File: src/rtl/pea_result_drain_if.sv
`default_nettype none
// ---------------------------------------------------------------------------
// pea_result_drain_if : FIFO pop/data and output-beat handshake bundle. Rev 1.0
// ---------------------------------------------------------------------------
interface pea_result_drain_if #(
    parameter int WIDTH     = 32,
    parameter int OUT_WIDTH = 16,
    parameter int CNT_W     = 5
);
    logic [CNT_W-1:0]     result_pop;
    logic [CNT_W-1:0]     status_pop;
    logic [WIDTH-1:0]     result_data;
    logic [WIDTH-1:0]     status_data;
    logic                 rd_en_result;
    logic                 rd_en_status;
    logic [OUT_WIDTH-1:0] out_data;
    logic                 out_valid;
    logic                 out_ready;
    logic                 out_last;

    modport master (
        input  result_pop, status_pop, result_data, status_data, out_ready,
        output rd_en_result, rd_en_status, out_data, out_valid, out_last
    );

    modport slave (
        output result_pop, status_pop, result_data, status_data, out_ready,
        input  rd_en_result, rd_en_status, out_data, out_valid, out_last
    );
endinterface
`default_nettype wire

File: src/rtl/pea_result_drain.sv
`default_nettype none
// ---------------------------------------------------------------------------
// pea_result_drain : pops result/status pairs and sends them as 3 beats. Rev 1.0
// ---------------------------------------------------------------------------
module pea_result_drain #(
    parameter int WIDTH     = 32,
    parameter int OUT_WIDTH = 16,
    parameter int CNT_W     = 5
) (
    input  logic                clk,
    input  logic                rst,
    pea_result_drain_if.master  bus,
    output logic [15:0]         pkt_count,
    output logic                busy
);
    typedef enum logic [1:0] {
        IDLE  = 2'd0,
        READ  = 2'd1,
        LATCH = 2'd2,
        SEND  = 2'd3
    } state_t;

    localparam logic [CNT_W-1:0] ZERO_POP  = '0;
    localparam logic [1:0]       LAST_BEAT = 2'd2;

    state_t           state;
    state_t           state_nxt;
    logic [WIDTH-1:0] res_q;
    logic [WIDTH-1:0] sts_q;
    logic [1:0]       beat_idx;
    logic             pops_ready;
    logic             send_active;
    logic             beat_xfer;
    logic             last_xfer;
    logic             unused_sts;

    assign pops_ready  = (bus.result_pop != ZERO_POP) && (bus.status_pop != ZERO_POP);
    assign send_active = (state == SEND);
    assign beat_xfer   = send_active && bus.out_ready;
    assign last_xfer   = beat_xfer && (beat_idx == LAST_BEAT);
    assign busy        = (state != IDLE);
    assign unused_sts  = ^sts_q[WIDTH-1:OUT_WIDTH];

    always_ff @(posedge clk or posedge rst) begin
        if (rst) begin
            state <= IDLE;
        end else begin
            state <= state_nxt;
        end
    end

    // Populations only matter in IDLE and on the final-beat handoff.
    always_comb begin
        state_nxt        = state;
        bus.rd_en_result = 1'b0;
        bus.rd_en_status = 1'b0;
        case (state)
            IDLE: begin
                if (pops_ready) begin
                    state_nxt = READ;
                end
            end
            READ: begin
                bus.rd_en_result = 1'b1;
                bus.rd_en_status = 1'b1;
                state_nxt        = LATCH;
            end
            LATCH: begin
                state_nxt = SEND;
            end
            SEND: begin
                if (last_xfer) begin
                    state_nxt = pops_ready ? READ : IDLE;
                end
            end
            default: begin
                state_nxt = IDLE;
            end
        endcase
    end

    always_ff @(posedge clk or posedge rst) begin
        if (rst) begin
            res_q     <= '0;
            sts_q     <= '0;
            beat_idx  <= 2'd0;
            pkt_count <= 16'd0;
        end else begin
            if (state == LATCH) begin
                res_q    <= bus.result_data;
                sts_q    <= bus.status_data;
                beat_idx <= 2'd0;
            end else if (beat_xfer) begin
                if (beat_idx == LAST_BEAT) begin
                    beat_idx  <= 2'd0;
                    pkt_count <= pkt_count + 16'd1;
                end else begin
                    beat_idx <= beat_idx + 2'd1;
                end
            end
        end
    end

    always_comb begin
        bus.out_valid = send_active;
        bus.out_last  = send_active && (beat_idx == LAST_BEAT);
        bus.out_data  = '0;
        if (send_active) begin
            case (beat_idx)
                2'd0:    bus.out_data = sts_q[OUT_WIDTH-1:0];
                2'd1:    bus.out_data = res_q[2*OUT_WIDTH-1:OUT_WIDTH];
                default: bus.out_data = res_q[OUT_WIDTH-1:0];
            endcase
        end
    end
endmodule
`default_nettype wire
File: src/flat_wrapper.sv
// flat-port wrapper written by rule: the top's interface ports become plain ports
module pea_result_drain_flat 
#(
    parameter int WIDTH     = 32,
    parameter int OUT_WIDTH = 16,
    parameter int CNT_W     = 5
)
  (clk, rst, pkt_count, busy, bus_result_pop, bus_status_pop, bus_result_data, bus_status_data, bus_out_ready, bus_rd_en_result, bus_rd_en_status, bus_out_data, bus_out_valid, bus_out_last);
  pea_result_drain_if #(.WIDTH(WIDTH), .OUT_WIDTH(OUT_WIDTH), .CNT_W(CNT_W)) bus_i ();
  input  logic clk;
  input  logic rst;
  output logic [15:0] pkt_count;
  output logic busy;
  input wire logic [$bits(bus_i.result_pop)-1:0] bus_result_pop;
  input wire logic [$bits(bus_i.status_pop)-1:0] bus_status_pop;
  input wire logic [$bits(bus_i.result_data)-1:0] bus_result_data;
  input wire logic [$bits(bus_i.status_data)-1:0] bus_status_data;
  input wire logic [$bits(bus_i.out_ready)-1:0] bus_out_ready;
  output wire logic [$bits(bus_i.rd_en_result)-1:0] bus_rd_en_result;
  output wire logic [$bits(bus_i.rd_en_status)-1:0] bus_rd_en_status;
  output wire logic [$bits(bus_i.out_data)-1:0] bus_out_data;
  output wire logic [$bits(bus_i.out_valid)-1:0] bus_out_valid;
  output wire logic [$bits(bus_i.out_last)-1:0] bus_out_last;
  assign bus_i.result_pop = bus_result_pop;
  assign bus_i.status_pop = bus_status_pop;
  assign bus_i.result_data = bus_result_data;
  assign bus_i.status_data = bus_status_data;
  assign bus_i.out_ready = bus_out_ready;
  assign bus_rd_en_result = bus_i.rd_en_result;
  assign bus_rd_en_status = bus_i.rd_en_status;
  assign bus_out_data = bus_i.out_data;
  assign bus_out_valid = bus_i.out_valid;
  assign bus_out_last = bus_i.out_last;
  pea_result_drain #(.WIDTH(WIDTH), .OUT_WIDTH(OUT_WIDTH), .CNT_W(CNT_W)) u_core (.clk(clk), .rst(rst), .bus(bus_i), .pkt_count(pkt_count), .busy(busy));
endmodule
File: config.mk
export PLATFORM = sky130hd
export DESIGN_NAME = pea_result_drain_flat
export DESIGN_NICKNAME = d
export VERILOG_FILES = /design/src/rtl/pea_result_drain_if.sv /design/src/rtl/pea_result_drain.sv /design/src/flat_wrapper.sv
export SDC_FILE = /design/constraint.sdc
export NUM_CORES = 1
export LEC_CHECK = 0
export ABC_AREA = 1
export CORE_MARGIN = 5
export CORE_UTILIZATION = 50
export DETAILED_ROUTE_END_ITERATION = 8
export GPL_TIMING_DRIVEN = 0
export PLACE_DENSITY = 0.86
export SLEW_MARGIN = 20
export SYNTH_ARGS = -nofsm -noshare
export SYNTH_HDL_FRONTEND = slang
export SYNTH_SLANG_ARGS = --single-unit
export TNS_END_PERCENT = 50
File: constraint.sdc
create_clock -name clk -period 2.9 [get_ports clk]
set_input_delay 0.435 -clock clk [delete_from_list [all_inputs] [get_ports clk]]
set_output_delay 0.435 -clock clk [all_outputs]
set_load 0.02 [all_outputs]
---- After elaboration in Yosys (flattened, before gate mapping) ----
Cells that the tools add are included.
storage, ports and cells
  bits in registers ....................... 68
  input port bits ......................... 77
  output and inout port bits .............. 37
  logic and storage cells ................. 37
cells by class
  add/sub/neg operators ................... 2
  equality and inequality tests ........... 7
  multiplexer cells ....................... 10
  bitwise operators ....................... 1
  reduce and logical (&&, ||, !) cells .... 12
operators with widths
  cell                                                              count
  16-bit case mux with 2 select lines                               1
  16-bit by 1-bit adder with 16-bit output (second input constant)  1
  16-bit two-way mux                                                1
  2-bit two-way mux                                                 5
  5-bit nonzero test                                                2
  2-bit case mux with 4 select lines                                1
  2-bit == test (second input constant)                             3
  2-bit by 1-bit == test with 1-bit output (second input constant)  2
  1-bit logical AND                                                 4
  2-bit logical NOT                                                 2
  2-bit nonzero test                                                2
  3-bit AND reduction                                               1
  2-bit by 1-bit adder with 2-bit output (second input constant)    1
  1-bit two-way mux                                                 2
  2-bit by 1-bit != test with 1-bit output (second input constant)  1
  2-bit != test (second input constant)                             1
  2-bit AND reduction                                               1
  1-bit inverter                                                    1

---- Depth between registers and ports, before layout ----
  word-level depth ........................ 5
  gate-level depth with buffers ........... 10

---- Worst setup path before layout ----
Ideal clock, no wire load.
  kind .................................... reg-to-output
  start ................................... register u_core.state[0]
  end ..................................... output port bus_out_data[10]
  arrival ................................. 1,439 ps
  data required time ...................... 2,465 ps
  setup slack ............................. 1,026 ps
  stages on the path, launching flop included .. 6
  buffers on the path ..................... 2
  cell sequence ........................... dfrtp_1 ha_1 clkbuf_1 clkbuf_1 o21ai_0 inv_1
on the way
  cells in the longest elaborated chain, start to end .. 2
ends and longest elaborated chain
  what                      line                     RTL
  start: declaration        pea_result_drain.sv:26   state_t state;
  start signal: assignment  pea_result_drain.sv:48   state <= state_nxt;
  2-bit == test             pea_result_drain.sv:38   assign send_active = (state == SEND);
  net bus_out_valid         flat_wrapper.sv:22       output wire logic [$bits(bus_i.out_valid)-1:0] bus_out_valid;
  16-bit two-way mux        pea_result_drain.sv:108  if (send_active) begin
  end: declaration          flat_wrapper.sv:21       output wire logic [$bits(bus_i.out_data)-1:0] bus_out_data;
The timed path passes the listed nets, and every way through them passes these cells.

---- Final worst setup path ----
  start ................................... register u_core.state[0]
  end ..................................... output port bus_out_data[10]
on the way
  cells in the longest elaborated chain, start to end .. 2
ends and longest elaborated chain
  what                line
  2-bit == test       pea_result_drain.sv:38
  16-bit two-way mux  pea_result_drain.sv:108
Every way passes these cells.

==> results <==
- The run finished with clean final reports.
- The via count of the first global-routing pass is 3192.
- The commonest cells after synthesis are 141 x sky130_fd_sc_hd__nand2_1, 71 x sky130_fd_sc_hd__inv_1, 68 x sky130_fd_sc_hd__dfrtp_1, 65 x sky130_fd_sc_hd__o21ai_0, 35 x sky130_fd_sc_hd__nor2_1.
- The pin count of the biggest net entering global routing is 43.
- The transition time at the pin with the least slew margin is 0.4672 ns.
- Clock-pin slew was measured on the worst setup and hold paths at 0.07 ns.
- Ranked by total cell area, the synthesized netlist is headed by sky130_fd_sc_hd__dfrtp_1 50%, sky130_fd_sc_hd__nand2_1 15%, sky130_fd_sc_hd__o21ai_0 9.5%.
- The number of enable flip-flop cells after synthesis is 0.
- In this run the deepest clock path goes through 2 buffers.
- Among the stages of the critical path, the cell type that occurs most often is sky130_fd_sc_hd__clkbuf_2.
- Once detailed placement completed, the half-perimeter wirelength came to 6.737 mm.
- The path type of the worst setup path is register to primary output.
- The most frequent cell after synthesis is sky130_fd_sc_hd__nand2_1.
- The routability-driven placement congestion ratio is 0.8589.
- The cell with the largest stage delay on the worst path is sky130_fd_sc_hd__clkdlybuf4s50_1.
- The total length of routed wires is 8.727 mm.
- When the netlist entered floorplanning its net count stood at 530.
- Dividing the synthesized area by the synthesized cell count gives 7.658 um2.
- The count of buffers added on input and output ports is 97.
- Setup repair after global routing left no endpoint under its margin.
- The overall power after layout is 3.895 mW.
- The analysis attributes to cell leakage a power of 2.361 nW.
- Once the clock tree was built, the setup fixing pass inserted 0 buffers.
- The die footprint is 8602 um2.
- The initial antenna violation count is 0.
- 114 I/O pins were placed.
- For this run, design rule violations remaining after detail routing come to 0.
- The region available for standard cell placement spans 6719 um2.
- The areal power density over the cells is 831.1 nW/um2.
- The global router's overall resource usage is 0.2153.
- The kind of launch point of the worst setup path is a register.
- The final hold violation count came to 0.
- The height of the chip is 92.75 um.
- The proportion of synthesized chip area in sequential cells is 0.4971.
- The clock insertion delay at the later pin of the skew report is 0.34 ns.
- Traced cell by cell, the critical path runs through ha_1, clkbuf_2, clkbuf_2, o21ai_0, inv_1, clkdlybuf4s50_1.
- Counting flops with an async set or reset pin after synthesis yields a share of 1.000.
- The final cycle utilization of the critical path is 0.9334.
- The worst hold path belongs to the class input port to async pin.
- The endpoint required time on the critical path is 2.47 ns.
- The TritonCTS clock tree is built.
- The worst clock skew is 0.007657 ns.
- CTS placed an instance of sky130_fd_sc_hd__clkbuf_8 at the clock tree root.
- Data on the critical path arrives at its endpoint at 2.27 ns.
- Of the post-synthesis cell area, the dominant cell type holds 0.4971.
- Measured along the x axis, the die boundary spans 92.75 um.
- Across the VDD grid, the largest voltage drop is 489.8 uV.
- In this run the core area contains 30 standard-cell rows.
- The first global-routing pass estimated 14.70 mm of wire.
- The starting DRC count in detailed routing is 169.
- The number of sinks handled by clock tree synthesis is 68.
- The number of flip-flops and latches in the synthesized netlist is 68.
- The vias per cell is 5.030.
- The count of distinct cell types in the synthesized netlist is 26.
- The cell area after technology mapping is 3423 um2.
- Headroom to the max-slew limit came out at 0.6885.
- In the final routed layout, each cell accounts on average for 13.66 um.
- The count of max-cap constraint violations is 0.
- Summed over all layers, the global routing overflow is 0.
- The tightest hold path in the finished design has a slack of 0.4339 ns.
- The predominant post-synthesis flop cell is sky130_fd_sc_hd__dfrtp_1.
- The dominant cell type by area after synthesis is sky130_fd_sc_hd__dfrtp_1.
- The number of standard cells after synthesis is 447.
- The number of diodes is 0.
- The initial standard-cell utilization of the core is 0.5095.
- The number of search-and-repair iterations in the first detailed-routing pass is 5.
- The worst setup path is captured at a primary output.
- The number of buffers added by the clock tree synthesis step is 9.
- The final number of setup-violating endpoints is 0.
- The Yosys step of the flow raised 0 warnings.
- The H-tree was split into 3 levels.
- The layout net count is 639.
- The fraction of layout instances using a drive strength above 1 is 0.05367.
- The largest single stage delay on the critical path is 0.60 ns.
- The final-layout setup total negative slack is 0 ns.
- The total via count after detailed routing is 3214.
- The count of nets left with antenna violations once routing finished came out at 0.
- The clock period minus final worst setup slack is 2.707 ns.
- The count of final max-slew check failures is 0.
- Compared with the post-synthesis result, the final layout area differs by 36.92%.
- Along the worst path, the maximum fanout reaches 10.
- The achievable frequency is 0.3694 GHz.
-- cell type report --
type | count | area, um2
plain buffers | 18 | 93.84
clock buffers | 12 | 145.1
clock inverters | 2 | 12.51
fillers | 526 | 2032
inverters | 72 | 275.3
multi-input cells | 289 | 1358
flip-flops and latches | 68 | 1702
well taps | 80 | 100.1
repair buffers | 98 | 1001
-- critical path: cells and delay by family (launching register included) --
family	cells	cell delay, ns
buffers and inverters	4	1.15
DFF	1	0.43
adders and majority gates	1	0.21
AOI/OAI and AO/OA	1	0.15
-- through the flow --
stage                     area [um2]  utilization  setup WS [ns]  std cells
after CTS                       4676       0.6959        0.03208        639
after floorplan                 3423            -         0.7535        447
after global routing            4687       0.6976        0.01166        639
after global placement          4494       0.6689        -0.3695        624
final                           4687       0.6976         0.1933        639
after detailed placement        4517       0.6723         0.2436        625
-- worst paths after layout --
path                                   from                    to  slack (ns)  depth (start not counted)
max reg2reg                 u_core.state[0]  u_core.pkt_count[11]        1.13                          9
max in group asynchronous               rst      u_core.res_q[14]        1.93                          3
min in group clk           u_core.res_q[13]      u_core.res_q[13]        0.48                          2
min reg2reg                u_core.res_q[13]      u_core.res_q[13]        0.48                          2
max                         u_core.state[0]      bus_out_data[10]        0.19                          6
min                                     rst       u_core.res_q[8]        0.43                          2
-- placed cells by master (no fill, tap or decap) --
cell type,synthesis,final
sky130_fd_sc_hd__nor2_8,1,1
sky130_fd_sc_hd__inv_4,1,2
sky130_fd_sc_hd__nand2_1,141,141
sky130_fd_sc_hd__clkbuf_1,11,11
sky130_fd_sc_hd__nand3_1,13,13
sky130_fd_sc_hd__dfrtp_1,68,68
sky130_fd_sc_hd__clkdlybuf4s50_1,0,93
sky130_fd_sc_hd__nand3b_1,1,1
sky130_fd_sc_hd__xor2_1,3,3
sky130_fd_sc_hd__o21ai_1,3,3
sky130_fd_sc_hd__xnor2_1,5,5
sky130_fd_sc_hd__nand3_4,1,1
sky130_fd_sc_hd__clkbuf_8,0,10
sky130_fd_sc_hd__o21ai_0,65,65
sky130_fd_sc_hd__buf_6,2,2
sky130_fd_sc_hd__clkinv_2,0,1
sky130_fd_sc_hd__dlymetal6s2s_1,0,4
sky130_fd_sc_hd__buf_2,3,4
sky130_fd_sc_hd__and2_1,1,1
sky130_fd_sc_hd__buf_4,1,1
sky130_fd_sc_hd__nor2_4,2,2
sky130_fd_sc_hd__ha_1,6,6
sky130_fd_sc_hd__nand2_2,2,2
sky130_fd_sc_hd__inv_1,71,70
sky130_fd_sc_hd__a21oi_1,1,1
sky130_fd_sc_hd__clkbuf_2,1,2
sky130_fd_sc_hd__nand4_1,6,6
sky130_fd_sc_hd__buf_12,0,1
sky130_fd_sc_hd__clkinvlp_4,0,1
sky130_fd_sc_hd__nor3_1,2,2
sky130_fd_sc_hd__o211ai_1,1,1
sky130_fd_sc_hd__nor2_1,35,35
-- per-layer routing --
layer / track usage / part of all wire / routed length [um]
met2: 0.3613 / 0.49 / 4245
met5: 0 / 0 / 0
met3: 0.05524 / 0.084 / 735
met4: 0.06471 / 0.017 / 145
met1: 0.2744 / 0.41 / 3600
-- cells by family after synthesis --
kind of cell / Yosys count / synth area share
AO/OA/AOI/OAI: 70 / 0.1031
XOR/XNOR: 8 / 0.02047
adder cells (fa/ha/maj): 6 / 0.02193
buffers and inverters: 90 / 0.1064
flip-flops: 68 / 0.4971
AND/OR/NAND/NOR: 205 / 0.2511
-- what timing repair did --
| item | in CTS | in global routing |
|---|---|---|
| hold buffers | 0 | 0 |
| setup endpoints to repair | 10 | 10 |
| hold endpoints to repair | 0 | 0 |
| resized for setup | 1 | 7 |
-- sequential cells by signal, indices dropped and copies added (netlist names) --
name and cells:
u_core.state 2, u_core.beat_idx 2, u_core.pkt_count 16, u_core.sts_q 16, u_core.res_q 32
-- power breakdown --
part           internal (mW)  switching, mW
Sequential              1.32          0.172
Clock                  0.324          0.340
Combinational          0.672           1.07
Power figures use the tool's default switching activity.
==> RTL change 1: new RTL, same flow settings <==
`CNT_W` is set to 5 in 3 places; all go to 7.
--- a/src/rtl/pea_result_drain_if.sv
+++ b/src/rtl/pea_result_drain_if.sv
@@ -7,3 +7,3 @@
     parameter int OUT_WIDTH = 16,
-    parameter int CNT_W     = 5
+    parameter int CNT_W     = 7
 );
--- a/src/rtl/pea_result_drain.sv
+++ b/src/rtl/pea_result_drain.sv
@@ -7,3 +7,3 @@
     parameter int OUT_WIDTH = 16,
-    parameter int CNT_W     = 5
+    parameter int CNT_W     = 7
 ) (
--- a/src/flat_wrapper.sv
+++ b/src/flat_wrapper.sv
@@ -5,3 +5,3 @@
     parameter int OUT_WIDTH = 16,
-    parameter int CNT_W     = 5
+    parameter int CNT_W     = 7
 )
Ports: changed (resized bus_result_pop and bus_status_pop); port bits go from 114 to 118. The function was not compared with the original's and may differ.
==> RTL change 1 against the original RTL <==
Clock skew up 0.0028 ns. Setup slack lost 0.048 ns. Non-clock buffer count increased by 2. Die area fell by 0.30%. Power is 6.5% higher. Area after synthesis down 0.33%. Design area is 1.3% higher. Wire length decreased by 1.7%. Largest cell class unchanged. Sequential cell count did not move.
==> RTL change 1: results (changes against the original RTL) <==
Crit path arrival time = 2.32 ns (was 2.27 ns)
Cts bufs inserted = 9 (unchanged)
GRT Overall Usage = 20.9% (was 21.5%)
Setup WS pre-CTS = 0.312 ns (was 0.244 ns)
Total Routed Length = 8.58 mm (was 8.73 mm)
Area contributors post-synth = dfrtp_1 50%, nand2_1 15%, o21ai_0 9.5% (unchanged)
Final RePlAce weighted congestion = 0.841 (was 0.859)
# H-tree levels = 3 (unchanged)
Yosys synthesis warning count = 0 (unchanged)
First-pass GRT wire length = 14.2 mm (was 14.7 mm)
Highest routed layer = met4 (unchanged)
P_leak = 0.00237 uW (was 0.00236 uW)
CTS max path bufs = 2 (unchanged)
Synth cell count leaders = 134 x nand2_1, 73 x inv_1, 68 x dfrtp_1, 65 x o21ai_0, 25 x nor2_1 (was 141 x nand2_1, 71 x inv_1, 68 x dfrtp_1, 65 x o21ai_0, 35 x nor2_1)
Syn_nets = 522 (was 530)
GR Util met2 = 35.5% (was 36.1%)
DP Cell Count = 617 (was 625)
Initial antenna violation count = 0 (unchanged)
Met3 Resource Use GR = 4.47% (was 5.52%)
Antenna Cells = 0 (unchanged)
DR vias/cell = 4.93 (was 5.03)
Hold/Removal Path Class = input pin to async pin (unchanged)
Fin cells = 631 (was 639)
Ys flop type = dfrtp_1 (unchanged)
Number of global-route vias before repair = 3084 (was 3192)
Sequential area share after synthesis = 49.9% (was 49.7%)
Cell count of the worst reg-to-reg path = 10 (was 9)
GR Layer Usage met1 = 26.6% (was 27.4%)
Met3 WL = 556 um (was 735 um)
Skew-Pair Late Insertion Delay = 0.34 ns (about the same)
Clock Skew = 0.0105 ns (was 0.00766 ns)
Metal-1 WL = 3.67 mm (was 3.60 mm)
Routed wl met2 = 4.25 mm (about the same)
Peak Freq = 0.363 GHz (was 0.369 GHz)
Max VDD drop = 0.435 mV (was 0.490 mV)
Layout cells sized above 1 = 6.35% (was 5.37%)
R2R setup slack = 1.14 ns
Start of the worst register-to-register path = u_core.state[0] (unchanged)
Worst hold margin = 0.417 ns (was 0.434 ns)
Root Driver = clkbuf_8 (unchanged)
Least-Margin Pin Slew = 0.494 ns (was 0.467 ns)
Dpl cell area = 4550 um^2 (was 4520 um^2)
Starting DRC count in detailed routing = 185 (was 169)
Fillers = 523 (was 526)
Run status = completed (unchanged)
TritonRoute pass-1 iters = 5 (unchanged)
Largest net degree at the start of global routing = 43 (unchanged)
CP Max Fanout = 19 (was 10)
Slowest cell delay on critical path = 0.60 ns (about the same)
Port buffer count = 101 (was 97)
Post-synthesis cell type count = 31 (was 26)
Worst r2r dst = u_core.pkt_count[10] (was u_core.pkt_count[11])
Top Registers = u_core.res_q (32), u_core.pkt_count (16), u_core.sts_q (16) (unchanged)
Ys async rst share = 100% (unchanged)
CP max-delay cell = clkdlybuf4s50_1 (unchanged)
Antenna viol nets, final = 0 (unchanged)
Detail Placement HPWL = 6.48 mm (was 6.74 mm)
Clock transition at path regs = 0.07 ns (about the same)
Avg Cell Area, Syn = 7.84 um^2 (was 7.66 um^2)
[RTL change 1: cells by family after synthesis]
family	count (synthesis)	synth area share [%]
adders and majority gates	6	2.20
AOI/OAI and AO/OA	69	10.3
and+or+nand+nor	185	23.1
xor gates and xnor gates	12	3.08
DFF	68	49.9
muxes	1	0.330
buffers and inverters	94	11.1
[RTL change 1: what timing repair did]
| action | CTS | global route |
|---|---|---|
| setup buffers | 0 | 0 |
| gates cloned | 0 | 0 |
| setup endpoints to repair | 9 | 2 |
| resized for setup | 0 | 1 |
[RTL change 1: worst max path at each step]
stage | startpoint | to | cells past startpoint
global placement | rst | u_core.sts_q[11] | 2
global route | u_core.beat_idx[1] | bus_out_data[14] | 8
floorplan | rst | u_core.beat_idx[0] | 1
detailed placement | u_core.state[0] | bus_out_data[6] | 6
finish | u_core.state[0] | bus_out_data[1] | 5
CTS | u_core.state[0] | bus_out_data[1] | 5
[RTL change 1: area by class of cell]
cell class | count | area [um^2] | share of cell area [%]
Sequential cell | 68 | 1700 | 35.8
Buffer | 16 | 81.3 | 1.71
Tap cell | 80 | 100 | 2.11
Clock buffer | 10 | 128 | 2.69
Timing Repair Buffer | 102 | 1030 | 21.7
Multi-Input combinational cell | 273 | 1330 | 28.0
Clock inverter | 5 | 77.6 | 1.63
Inverter | 77 | 298 | 6.27
[RTL change 1: power breakdown]
group,internal (uW),total [uW],switching [uW]
registers,1320,1480,155
logic,705,1840,1140
clock network,477,829,353
total,2500,4150,1650
[RTL change 1: critical path: cells and delay by family, from the launching register on]
kind	cells	cell delay, ns
buffers and inverters	3	1.05
adder cells (fa/ha/maj)	1	0.30
AO/OA/AOI/OAI	1	0.22
flip-flops	1	0.42
==> RTL change 2: new RTL, same flow settings <==
Made on the original files. Encoding of `state_t`: now one-hot (4 bits for 4 states).
--- a/src/rtl/pea_result_drain.sv
+++ b/src/rtl/pea_result_drain.sv
@@ -15,7 +15,7 @@
 );
-    typedef enum logic [1:0] {
-        IDLE  = 2'd0,
-        READ  = 2'd1,
-        LATCH = 2'd2,
-        SEND  = 2'd3
+    typedef enum logic [3:0] {
+        IDLE  = 4'b0001,
+        READ  = 4'b0010,
+        LATCH = 4'b0100,
+        SEND  = 4'b1000
     } state_t;
Check against the original RTL: same outputs for any inputs over 10 cycles, from zero or initial values and one cycle with rst high; not proved beyond that.
==> RTL change 2 against the original RTL <==
Via count is 9.0% higher. Largest power group is now sequential cells. Power is 4.5% lower. Design area rose by 4.1%. Setup slack worse by 0.023 ns. Sequential power up 8%. Worst hold slack got worse by 0.052 ns. Wire length is 5.6% higher. Synthesized cell count grew 8.1%. Area after synthesis increased by 5.2%. Combinational power is 17% lower. Sequential cell count increased by 2.
==> RTL change 2: results (changes against the original RTL) <==
Run status = completed (unchanged)
Post-synthesis xor/xnor area fraction = 0.938% (was 2.05%)
Least-Margin Pin Slew = 0.480 ns (was 0.467 ns)
Min Tclk post-route = 2.73 ns (was 2.71 ns)
Antenna Cells = 0 (unchanged)
Fillers = 572 (was 526)
Dpl cell area = 4720 um^2 (was 4520 um^2)
Crit path launch = u_core.beat_idx[0] (was u_core.state[0])
Number of global-route vias before repair = 3540 (was 3192)
CP Max Fanout = 10 (unchanged)
Setup WS pre-CTS = 0.527 ns (was 0.244 ns)
Initial antenna violation count = 0 (unchanged)
Synth cell count leaders = 191 x nand2_1, 69 x dfrtp_1, 57 x inv_1, 47 x o21ai_0, 31 x nor2_1 (was 141 x nand2_1, 71 x inv_1, 68 x dfrtp_1, 65 x o21ai_0, 35 x nor2_1)
# Post-CTS Setup Buffers = 0 (unchanged)
Crit path arrival time = 2.29 ns (was 2.27 ns)
Starting DRC count in detailed routing = 176 (was 169)
Skew-Pair Late Insertion Delay = 0.34 ns (about the same)
R2R setup slack = 1.33 ns (was 1.13 ns)
Detail Placement HPWL = 6.91 mm (was 6.74 mm)
Complex-gate fraction of the synthesized area = 8.48% (was 10.3%)
P_leak = 0.00238 uW (was 0.00236 uW)
Cts bufs inserted = 9 (unchanged)
Cell count of the worst reg-to-reg path = 8 (was 9)
Start of the worst register-to-register path = u_core.pkt_count[0] (was u_core.state[0])
Critical Path End = bus_out_data[8] (was bus_out_data[10])
GRT Overall Usage = 22.0% (was 21.5%)
Syn_nets = 561 (was 530)
Yosys synthesis warning count = 0 (unchanged)
Area contributors post-synth = dfrtp_1 48%, nand2_1 20%, o21ai_0 6.5% (was dfrtp_1 50%, nand2_1 15%, o21ai_0 9.5%)
CTS resizes = 0 (was 1)
Post-synthesis cell type count = 29 (was 26)
# H-tree levels = 3 (unchanged)
Port buffer count = 97 (unchanged)
Root Driver = clkbuf_8 (unchanged)
Total Nets Final = 670 (was 639)
Vias = 3502 (was 3214)
DR WL/cell = 13.3 um (was 13.7 um)
Max VDD drop = 0.467 mV (was 0.490 mV)
Hold/Removal Path Class = input pin to async pin (unchanged)
Sequential area share after synthesis = 48.7% (was 49.7%)
Max cap viols = 0 (unchanged)
Largest net degree at the start of global routing = 54 (was 43)
Final RePlAce weighted congestion = 0.821 (was 0.859)
Clock Skew = 0.00493 ns (was 0.00766 ns)
Worst r2r dst = u_core.pkt_count[14] (was u_core.pkt_count[11])
Layout cells sized above 1 = 7.90% (was 5.37%)
Adder-cell share of the synthesized area = 0.348% (was 2.19%)
First-pass GRT wire length = 15.7 mm (was 14.7 mm)
RTL change 2: cell types whose count changed after synthesis, moves of 3 or more:
cell	before	now
ha_1	6	1
clkbuf_1	11	6
nand2_1	141	191
nor2_2	0	3
nand3_1	13	25
xnor2_1	5	1
nand3b_1	1	6
nor2_1	35	31
inv_1	71	57
buf_4	1	5
o21ai_0	65	47
buf_2	3	7
RTL change 2: cell families (layout without fill, tap and decap cells):
| kind of cell | Yosys count | in the layout |
|---|---|---|
| xor gates and xnor gates | 3 | 3 |
| adders and majority gates | 1 | 1 |
| DFF | 70 | 70 |
| buffers and inverters | 81 | 193 |
| and+or+nand+nor | 270 | 270 |
| AOI/OAI and AO/OA | 58 | 58 |
RTL change 2: how the worst min path moves through the flow:
stage | startpoint | to | cells past startpoint
after floorplan | u_core.res_q[0] | u_core.res_q[0] | 2
after global placement | u_core.res_q[15] | u_core.res_q[15] | 2
after detailed placement | u_core.res_q[1] | u_core.res_q[1] | 2
after CTS | rst | u_core.pkt_count[15] | 2
after global routing | rst | u_core.pkt_count[15] | 2
final | rst | u_core.pkt_count[15] | 2
RTL change 2: report_power, final:
| part | switching, uW | internal (uW) | leakage (uW) |
|---|---|---|---|
| clock network | 338 | 322 | 0.0000821 |
| registers | 218 | 1390 | 0.000864 |
| logic | 870 | 583 | 0.00144 |
| total | 1430 | 2290 | 0.00238 |
RTL change 2: critical path, cell delays in order, from the launching register on:
cell and delay (ns):
dfrtp_1 0.36, buf_4 0.17, inv_1 0.21, nand2_1 0.10, buf_2 0.19, nor2_1 0.11
o21ai_0 0.12, inv_1 0.09, clkdlybuf4s50_1 0.60
RTL change 2: routing by layer:
metal | wire length, um | up-vias | global-route usage, %
met5 | 0 | - | 0
met4 | 216 | 0 | 8.65
met3 | 602 | 26 | 4.70
met2 | 4530 | 156 | 37.1
met1 | 3870 | 1621 | 27.6
li1 | - | 1699 | -
RTL change 2: layout make-up:
class	instances	area, um^2	area share, %
plain buffers	21	129	2.64
clock inverters	2	10.0	0.205
well taps	99	124	2.54
clock buffers	12	145	2.97
flip-flops and latches	70	1750	35.9
repair buffers	98	998	20.5
inverters	60	230	4.72
multi-input cells	332	1490	30.5
RTL change 2: through the flow:
step | hold WS, ns | total power, uW | cells
after floorplan | 0.449 | 2540 | 483
after global placement | 0.462 | 2960 | 679
after detailed placement | 0.465 | 3050 | 680
after CTS | 0.385 | 3730 | 694
after global routing | 0.395 | 4010 | 694
final | 0.382 | 3720 | 694
